$ cat src/rtl/lfsr_stream_decrypt.sv
// LFSR stream decrypter: XORs ciphertext with an 8-bit Fibonacci LFSR keystream kept in
// lockstep with the matching encrypter, with per-frame rekey and a saturating byte count.
`timescale 1ns/1ps
module lfsr_stream_decrypt #(
  parameter logic [7:0]  SEED_DEFAULT = 8'h41,
  parameter int unsigned FRAME_LEN    = 16,
  parameter int unsigned CNT_W        = 16
) (
  input  logic             clk,
  input  logic             rst_n,
  input  logic             i_start,
  input  logic             i_stop,
  input  logic [7:0]       i_seed,
  input  logic [7:0]       i_in_data,
  input  logic             i_in_valid,
  output logic             o_in_ready,
  output logic [7:0]       o_out_data,
  output logic             o_out_valid,
  input  logic             i_out_ready,
  output logic             o_busy,
  output logic             o_frame_done,
  output logic [CNT_W-1:0] o_byte_count
);

  localparam int unsigned FC_W = (FRAME_LEN > 1) ? $clog2(FRAME_LEN) : 1;
  localparam logic [FC_W-1:0] FRAME_LAST = (FRAME_LEN == 0) ? '0 : FC_W'(FRAME_LEN - 1);

  typedef enum logic {
    ST_IDLE = 1'b0,
    ST_RUN  = 1'b1
  } state_t;

  state_t           r_state;
  state_t           w_state_next;
  logic [7:0]       r_lfsr;
  logic [7:0]       r_seed_reg;
  logic [7:0]       r_out_data;
  logic             r_out_valid;
  logic             r_frame_done;
  logic [CNT_W-1:0] r_byte_count;
  logic [FC_W-1:0]  r_frame_cnt;

  logic             w_in_ready;
  logic             w_accept;
  logic             w_frame_end;
  logic [7:0]       w_lfsr_next;
  logic [7:0]       w_seed_sel;

  always_ff @(posedge clk or negedge rst_n) begin
    if (!rst_n) begin
      r_state <= ST_IDLE;
    end else begin
      r_state <= w_state_next;
    end
  end

  // stop has priority over start; start while running is a restart
  always_comb begin
    w_state_next = r_state;
    w_in_ready   = 1'b0;
    if (i_stop) begin
      w_state_next = ST_IDLE;
    end else if (i_start) begin
      w_state_next = ST_RUN;
    end
    if ((r_state == ST_RUN) && !i_start && !i_stop && (!r_out_valid || i_out_ready)) begin
      w_in_ready = 1'b1;
    end
  end

  assign w_accept    = i_in_valid && w_in_ready;
  assign w_lfsr_next = {r_lfsr[6:0], r_lfsr[0] ^ r_lfsr[5] ^ r_lfsr[6] ^ r_lfsr[7]};
  assign w_seed_sel  = (i_seed == 8'h00) ? SEED_DEFAULT : i_seed;
  assign w_frame_end = (FRAME_LEN != 0) && (r_frame_cnt == FRAME_LAST);

  // The last byte of a frame still uses the running key; the reload replaces the step
  always_ff @(posedge clk or negedge rst_n) begin
    if (!rst_n) begin
      r_seed_reg   <= SEED_DEFAULT;
      r_lfsr       <= SEED_DEFAULT;
      r_frame_cnt  <= '0;
      r_frame_done <= 1'b0;
    end else begin
      r_frame_done <= 1'b0;
      if (i_start) begin
        r_seed_reg  <= w_seed_sel;
        r_lfsr      <= w_seed_sel;
        r_frame_cnt <= '0;
      end else if (w_accept) begin
        if (w_frame_end) begin
          r_lfsr       <= r_seed_reg;
          r_frame_cnt  <= '0;
          r_frame_done <= 1'b1;
        end else begin
          r_lfsr      <= w_lfsr_next;
          r_frame_cnt <= r_frame_cnt + 1'b1;
        end
      end
    end
  end

  always_ff @(posedge clk or negedge rst_n) begin
    if (!rst_n) begin
      r_byte_count <= '0;
    end else if (i_start) begin
      r_byte_count <= '0;
    end else if (w_accept && !(&r_byte_count)) begin
      r_byte_count <= r_byte_count + 1'b1;
    end
  end

  // A restart does not flush the output register, so a pending byte still drains
  always_ff @(posedge clk or negedge rst_n) begin
    if (!rst_n) begin
      r_out_data  <= 8'h00;
      r_out_valid <= 1'b0;
    end else if (w_accept) begin
      r_out_data  <= i_in_data ^ r_lfsr;
      r_out_valid <= 1'b1;
    end else if (i_out_ready) begin
      r_out_valid <= 1'b0;
    end
  end

  assign o_in_ready   = w_in_ready;
  assign o_out_data   = r_out_data;
  assign o_out_valid  = r_out_valid;
  assign o_busy       = (r_state == ST_RUN);
  assign o_frame_done = r_frame_done;
  assign o_byte_count = r_byte_count;

endmodule
$ cat config.mk
export PLATFORM = sky130hd
export DESIGN_NAME = lfsr_stream_decrypt
export DESIGN_NICKNAME = d
export VERILOG_FILES = /design/src/rtl/lfsr_stream_decrypt.sv
export SDC_FILE = /design/constraint.sdc
export NUM_CORES = 1
export LEC_CHECK = 0
export CORE_MARGIN = 5
export CORE_UTILIZATION = 51
export DETAILED_ROUTE_END_ITERATION = 6
export GPL_ROUTABILITY_DRIVEN = 0
export GPL_TIMING_DRIVEN = 0
export HOLD_SLACK_MARGIN = 0.1
export PLACE_DENSITY_LB_ADDON = 0.1
export SLEW_MARGIN = 10
export SYNTH_ARGS = -nofsm -noshare
export SYNTH_HDL_FRONTEND = slang
export SYNTH_SLANG_ARGS = --single-unit
$ cat constraint.sdc
create_clock -name clk -period 2.56 [get_ports clk]
set_clock_uncertainty 0.15 [all_clocks]
set_input_delay 0.64 -clock clk [delete_from_list [all_inputs] [get_ports clk]]
set_output_delay 0.64 -clock clk [all_outputs]
set_load 0.02 [all_outputs]
After elaboration in Yosys (flattened, before gate mapping)
Cells that the tools add are included.
- flip-flop bits (word level): 47
- output and inout port bits: 28
- $add $sub $neg: 2
- equality and inequality tests: 1
- muxes and demuxes: 17
- bitwise operators: 4
- reduce and logical (&&, ||, !) cells: 16
- operator list (operator ; number):
    $mux W16 ; 2
    $mux W8 ; 4
    $add A16 B1 Y16 const B ; 1
    $reduce_and A16 Y1 ; 1
    $mux W4 ; 3
    $logic_not A8 Y1 ; 1
    $mux W1 ; 8
    $reduce_bool A2 Y1 ; 4
    $xor A8 B8 Y8 ; 1
    $logic_and A1 B1 Y1 ; 5
    $add A4 B1 Y4 const B ; 1
    $eq A4 B4 Y1 const B ; 1
    $logic_not A1 Y1 ; 4
    $xor A1 B1 Y1 ; 3
    $logic_or A1 B1 Y1 ; 1

Longest topological paths before layout
Gate-level depths: netlist of the first run.
- word-level depth: 9
- mapped depth: 7
- mapped depth without buffers: 5

Worst setup path after synthesis of the first run
Ideal clock, no wire load.
- path type: in2reg
- start: input i_start
- end: register r_byte_count[13], in the netlist o_byte_count[13]
- library setup time: 0.125 ns
- data arrival time: 1.889 ns
- setup slack: 0.396 ns
- stages on the path: 6
- buffers on the path: 2
- cells stage by stage: buf_6 -> and4bb_4 -> nand3_2 -> buf_6 -> nor4_1 -> mux2_2
- longest elaborated chain between the ends: 8
- ends and longest elaborated chain (element ; RTL line ; text):
    start: declaration ; 11 ; input logic i_start,
    $logic_not A1 Y1 ; 66 ; if ((r_state == ST_RUN) && !i_start && !i_stop && (!r_out_valid || i_out_ready)) begin
    $logic_and A1 B1 Y1 (3 in series) ; 66 ;
    $mux W1 ; 66 ;
    $logic_and A1 B1 Y1 ; 71 ; assign w_accept = i_in_valid && w_in_ready;
    $logic_and A1 B1 Y1 ; 107 ; end else if (w_accept && !(&r_byte_count)) begin
    $reduce_bool A2 Y1 (no line) ; -- ;
    end signal: assignment ; 108 ; r_byte_count <= r_byte_count + 1'b1;
    end: declaration ; 40 ; logic [CNT_W-1:0] r_byte_count;
Several ways; a longest one is shown, not always the timed one.
A chain may end at the register's enable or synchronous reset.

Worst setup path after layout of the first run
- start: input i_out_ready
- end: output o_in_ready
- longest elaborated chain between the ends: 3
- ends and longest elaborated chain (element ; RTL line ; text):
    start: declaration ; 19 ; input logic i_out_ready,
    $logic_or A1 B1 Y1 ; 66 ;
    $logic_and A1 B1 Y1 ; 66 ;
    $mux W1 ; 66 ;
    end: declaration ; 16 ; output logic o_in_ready,
Every way passes these cells.

==> impl_results.md, run 1 <==
- Beginning of the worst register-to-register path: r_frame_cnt[0]$_DFFE_PN0P_
- Post-synth EDFFs: 0
- H-Tree Depth: 2
- I/O pin total: 50
- Mapped Cells: 243
- # setup viols final: 0
- Dpl hpwl: 4226 µm
- Period utilization: 96.40%
- Die height: 79.20 µm
- Vias: 2036
- Grt met1 use: 28.10%
- Synth cell count leaders: dfrtp_1 (43), nand2_1 (25), o21ai_0 (24), inv_1 (14), a21oi_1 (13)
- Top FF cell, synth: dfrtp_1
- Placed cell count: 346
- DIE WIDTH: a little under 80 µm
- Power Total: 0.001704 W
- Worst setup endpoint: o_in_ready
- GRT Util Overall: approximately 20%
- N_diodes: 0
- P_int: roughly 0.0013 W
- CTS Hold Bufs: 0
- Cell area after placement: 3005 µm²
- Net Sw Power: 0.0004471 W
- Routed Antenna Nets: 0
- Syn_nets: roughly 270
- CTS Sinks: 47
- Post-route cell area: 3109 µm²
- Most frequent cell after synthesis: dfrtp_1
- Mapped Area: 2442 µm²
- Ys async rst share: 100.0%
- Crit. End Element: primary output
- WP data required: 1770 ps
- Post-CTS setup buffer count: 0
- DR pass1 iterations: 4
- Hold/Removal Path Class: primary input to async pin
- Sw frac: 26.23%
- Vias in the first global route: 1977
- Initial Utilization: between 50 and 60%
- Max-slew headroom: 61.29%
- Synth top area cells: dfrtp_1 (44%), o21ai_0 (4.9%), dfstp_2 (4.3%), xnor2_1 (3.9%), nand2_1 (3.8%)
- Core box area: around 4700 µm²
- Reg2reg setup slack: 360 ps
- CP Class: primary input to primary output
- Crit path launch type: primary input
- Worst reg-to-reg path cell count: 6
- Site row count: 25
- Final Hold Fails: 0
- Register share of total power: roughly half
- Via density: 5.751
- P per Cell Area: 548.2 nW/µm²
- Tmin final: 2468 ps
- First-pass GRT wire length: 9715 µm
- Least-Margin Pin Slew: 580.6 ps
- Initial DRC count: between 100 and 150
- Clock latency on the worst-skew pair: ~300 ps
- Post-synth top area cell: dfrtp_1
- Critical R2R Capture: r_lfsr[4]$_DFFE_PN0P_
- Seq/Total Area, Yosys: just under 50%
- Yosys top cell area share: 44.06%
- Max Fanout on Critical Path: 8
- Layout area overhead: 27.31%
- Largest net degree at the start of global routing: 28
- Fillers: 400
- Met3 Resource Use GR: 4.535%
- Root Driver: clkbuf_8
- Max-cap violations: 0
- CTS tree: done
- Status: complete, no violations
- IO Port Bufs: 48
- Max Clock Freq: 405.2 MHz
- Setup TNS: 0 ps
- Synthesis-stage register bit count: 47
- Met2 usage: between 30 and 40%
- Maximum root-to-sink buffer count: 2
- Final #Nets: 323
- Count of cell types in the netlist: 40
- Max reg flops: 16
- Finished Layout Cells: 354
- Crit. Startpoint: i_out_ready
- Share of layout cells above drive strength 1: 11.67%
- Total gr overflow: 0
- Clock transition at path regs: 80 ps
- Die area: ~6300 µm²
- Global route hottest layer: met2
- RSZ-0062 raised after global routing: false
- VDD IR max: 301.7 µV
- Yosys warnings: 0
- Slew Viols, Final: 0
- Clk pwr share: between 30% and 40%
- Combinational share of power: 17.9%
- Critical Path AT: 1680 ps
- Avg WL per Cell: 16.40 µm
- DRC: 0
- Leakage: between 1 and 1.5 nW
- Hold Slack: 154.4 ps
- CTS buffer count: 5
- DRT Wirelength: 5805 µm
- Post-Syn Area per Cell: approximately 10 µm²
- Antenna violations before repair: 0
- Cts repair resizes: 5
[area by class of cell]
| cell class | instances | area [µm²] | area share, % |
|---|---|---|---|
| Sequential cell | 47 | 1181 | 37.99 |
| Multi-Input combinational cell | 169 | 1127 | 36.26 |
| Timing Repair Buffer | 49 | 490.5 | 15.77 |
| Buffer | 13 | 83.83 | 2.696 |
| Clock buffer | 7 | 76.32 | 2.455 |
| Tap cell | 54 | 67.56 | 2.173 |
| Inverter | 14 | 52.55 | 1.690 |
| Clock inverter | 1 | 30.03 | 0.9658 |
[cells in the final DEF, fill, tap and decap left out, drive strengths merged, types with 3 or more instances in the layout]
cell type / n
nor2: 11
nor4: 3
mux2i: 9
dfstp: 4
xnor2: 11
buf: 9
or4: 11
inv: 14
dfrtp: 43
nand4: 4
o31ai: 10
clkbuf: 14
clkdlybuf4s50: 46
mux2: 9
nand3: 10
o41ai: 5
nand2: 26
nor2b: 3
and3: 3
o21ai: 24
a21oi: 13
[per-layer routing]
metal / share of wire (%) / routed length [µm] / vias up
met4: 1.1 / 61 / 0
met2: 45 / 2627 / 51
li1: - / - / 984
met1: 49 / 2845 / 995
met3: 4.7 / 271 / 6
met5: 0 / 0 / -
[power by group through the flow]
stage	combinational, W	clock [W]	sequential (W)
after floorplan	0.000111	0	0.000904
after CTS	0.000309	0.000550	0.000854
after global placement	0.000299	0	0.000866
after global routing	0.000336	0.000586	0.000863
final	0.000305	0.000546	0.000854
after detailed placement	0.000309	0	0.000869
[how the worst min path moves through the flow]
stage	endpoint	slack, ps	cells after the start
6_report	o_byte_count[7]$_DFFE_PN0P_	150	1
5_1_grt	o_byte_count[7]$_DFFE_PN0P_	170	1
4_1_cts	o_byte_count[7]$_DFFE_PN0P_	170	1
3_5_place_dp	o_out_data[3]$_DFFE_PN0P_	320	2
3_3_place_gp	o_out_data[6]$_DFFE_PN0P_	310	2
2_1_floorplan	o_busy$_DFFE_PN0P_	190	0
[per-stage QoR]
stage / utilization [%] / setup slack, ps
2_1_floorplan: - / 396.5
5_1_grt: 66.27 / 25.48
3_3_place_gp: 63.73 / -663.6
3_5_place_dp: 64.05 / -410.3
4_1_cts: 66.27 / 88.40
6_report: 66.27 / 92.08
[cell families (layout without fill, tap and decap cells)]
logic type	after synthesis	in the layout	share of synthesized area, %
AO/OA/AOI/OAI	57	57	14.50
XOR/XNOR	11	11	3.945
adder cells (fa/ha/maj)	2	2	1.024
buffers and inverters	27	84	5.482
flip-flops	47	47	48.36
multiplexers	18	18	7.838
AND/OR/NAND/NOR	81	81	18.85
[worst max-delay path: stages]
cell and delay [ps]:
clkdlybuf4s50_1 440, nand2b_1 90, buf_4 180, and3_1 170
buf_2 160
(Power assumes the default switching activity.)
==> run 2, diff against run 1 <==
Settings changed: REMOVE_ABC_BUFFERS set to 1, SKIP_CTS_REPAIR_TIMING set to 1.
==> impl_results.md, run 2 (synthesized netlist as in run 1, its figures left out) <==
- Status: complete, no violations
- Clock transition at path regs: 80 ps (about the same)
- P per Cell Area: 532.7 nW/µm² (-2.8%)
- Max-cap violations: 0 (unchanged)
- Core box area: 4692 µm² (unchanged)
- Final #Nets: 311 (-3.7%)
- Tmin final: 2486 ps (+18.58 ps)
- Site row count: 25 (unchanged)
- Die area: 6273 µm² (unchanged)
- DIE WIDTH: 79.20 µm (unchanged)
- Critical Path AT: 1700 ps (+20 ps)
- Critical path's top delay family: buffers and inverters
- Worst reg-to-reg path cell count: 4 (-2)
- First-pass GRT wire length: 8652 µm (-11%)
- Max Clock Freq: 402.2 MHz (-0.75%)
- H-Tree Depth: 2 (unchanged)
- Vias in the first global route: 1961 (-0.81%)
- Cell area after placement: 2929 µm² (-2.5%)
- Core Util, Final: 64.53% (-1.7 points)
- Finished Layout Cells: 342 (-3.4%)
- Layout area overhead: 23.98%
- Max-slew headroom: 49.24% (-12 points)
- IO Port Bufs: 49 (+2.1%)
- N_diodes: 0 (unchanged)
- Hold/Removal Path Class: primary input to async pin
- DR pass1 iterations: 4 (unchanged)
- CP Class: primary input to primary output
- Dpl hpwl: 3479 µm (-18%)
- CTS buffer count: 5 (unchanged)
- Period utilization: 97.13% (+0.73 points)
- Share of layout cells above drive strength 1: 10.76% (-0.90 points)
- Crit. End Element: primary output
- Vias: 1967 (-3.4%)
- Maximum root-to-sink buffer count: 2 (unchanged)
- CTS tree: done
- CP cell instances: clkdlybuf4s50_1 > nand2b_2 > and3_1 > dlymetal6s2s_1
- DRT Wirelength: 5049 µm (-13%)
- DRC: 0 (unchanged)
- Initial Utilization: 52.05% (unchanged)
- I/O pin total: 50 (unchanged)
- RSZ-0062 raised after global routing: false
- Hold Slack: 139.4 ps (-14.98 ps)
- VDD IR max: 358.3 µV (+19%)
- Max reg flops: 16 (unchanged)
- Avg WL per Cell: 14.76 µm (-10%)
- Cell with the largest stage delay on the worst path: clkdlybuf4s50_1
- Slew Viols, Final: 0 (unchanged)
- Antenna violations before repair: 0 (unchanged)
- Leakage: 1.234 nW (-2.0%)
- Commonest non-fill, non-tap cell in the layout: clkdlybuf4s50_1
- Routed Antenna Nets: 0 (unchanged)
- Clock latency on the worst-skew pair: 300 ps (about the same)
- Max Fanout on Critical Path: 8 (unchanged)
- Least-Margin Pin Slew: 755.7 ps (+175.0 ps)
- # setup viols final: 0 (unchanged)
- Commonest non-fill, non-tap cells in the layout: clkdlybuf4s50_1 (46), dfrtp_1 (43), nand2_1 (25), o21ai_0 (24), inv_1 (14)
- Largest net degree at the start of global routing: 46 (+64%)
- Total gr overflow: 0 (unchanged)
- Root Driver: clkbuf_8
- Crit path buffers/inverters: 2 (-1)
- DP Worst Slack: -431.7 ps (-21.42 ps)
- Final Hold Fails: 0 (unchanged)
- Placed cell count: 334 (-3.5%)
- WP data required: 1770 ps (about the same)
- CP Depth: 4 (-1)
- Post-route cell area: 3028 µm² (-2.6%)
- Worst setup margin: 73.50 ps (-18.58 ps)
- Via density: 5.751 (about the same)
- Fillers: 407 (+1.8%)
- Crit path largest cell delay: 450 ps (about the same)
- Initial DRC count: 70 (-48%)
- GRT Util Overall: 17.20% (-2.7 points)
- Die height: 79.20 µm (unchanged)
- CTS Sinks: 47 (unchanged)
- Crit path launch type: primary input
==> run 2: changes by cell type in the layout (fill, tap and decap cells not counted) <==
cell            previous run  this run
buf_6                      4         0
nand2b_1                   2         1
clkinv_2                   0         1
buf_4                      1         0
clkbuf_1                   9         1
clkbuf_8                   5         6
buf_2                      3         1
nand2b_2                   0         1
clkbuf_4                   0         1
bufinv_16                  1         0
dlymetal6s2s_1             0         1
==> run 2: layout make-up <==
type | instances | area [µm²] | area share [%]
inverters | 14 | 52.55 | 1.736
clock buffers | 7 | 86.33 | 2.851
multi-input cells | 169 | 1130 | 37.31
repair buffers | 50 | 505.5 | 16.69
flip-flops and latches | 47 | 1181 | 39.01
well taps | 54 | 67.56 | 2.231
clock inverters | 1 | 5.005 | 0.1653
==> run 2: final timing paths <==
| kind | slack, ps | startpoint | to |
|---|---|---|---|
| min | 140 | rst_n | o_byte_count[11]$_DFFE_PN0P_ |
| max reg2reg | 320 | o_byte_count[11]$_DFFE_PN0P_ | o_byte_count[1]$_DFFE_PN0P_ |
| min reg2reg | 320 | r_seed_reg[6]$_DFFE_PN1P_ | r_seed_reg[6]$_DFFE_PN1P_ |
| max in group asynchronous | 1540 | rst_n | r_seed_reg[6]$_DFFE_PN1P_ |
| max | 70 | i_out_ready | o_in_ready |
| min in group clk | 320 | r_seed_reg[6]$_DFFE_PN1P_ | r_seed_reg[6]$_DFFE_PN1P_ |
==> run 2: per-stage QoR <==
| stage | setup TNS [ps] | total power (W) |
|---|---|---|
| 2_1_floorplan | 0 | 0.001004 |
| 3_3_place_gp | -68930 | 0.001160 |
| 3_5_place_dp | -2451 | 0.001166 |
| 4_1_cts | -436.5 | 0.001630 |
| 5_1_grt | 0 | 0.001692 |
| 6_report | 0 | 0.001613 |
==> run 2: power by group <==
group / switching (W) / total (W) / internal [W]
combinational: 0.000142 / 0.000295 / 0.000153
sequential: 0.0000420 / 0.000851 / 0.000809
clock: 0.000249 / 0.000467 / 0.000218
total: 0.000433 / 0.00161 / 0.00118
==> run 2: worst reg2reg max path: stages (launching register included) <==
cell     delay (ps)
dfrtp_1         460
nand4_1         300
nor4_4          790
nor2_2          100
mux2_1          330
==> run 2: metal layers <==
layer	up-vias	global-route usage (%)	wire [µm]
met1	943	21.41	2305
met5	-	0	0
met4	0	7.904	93
li1	964	-	-
met2	50	28.20	2391
met3	10	4.082	259
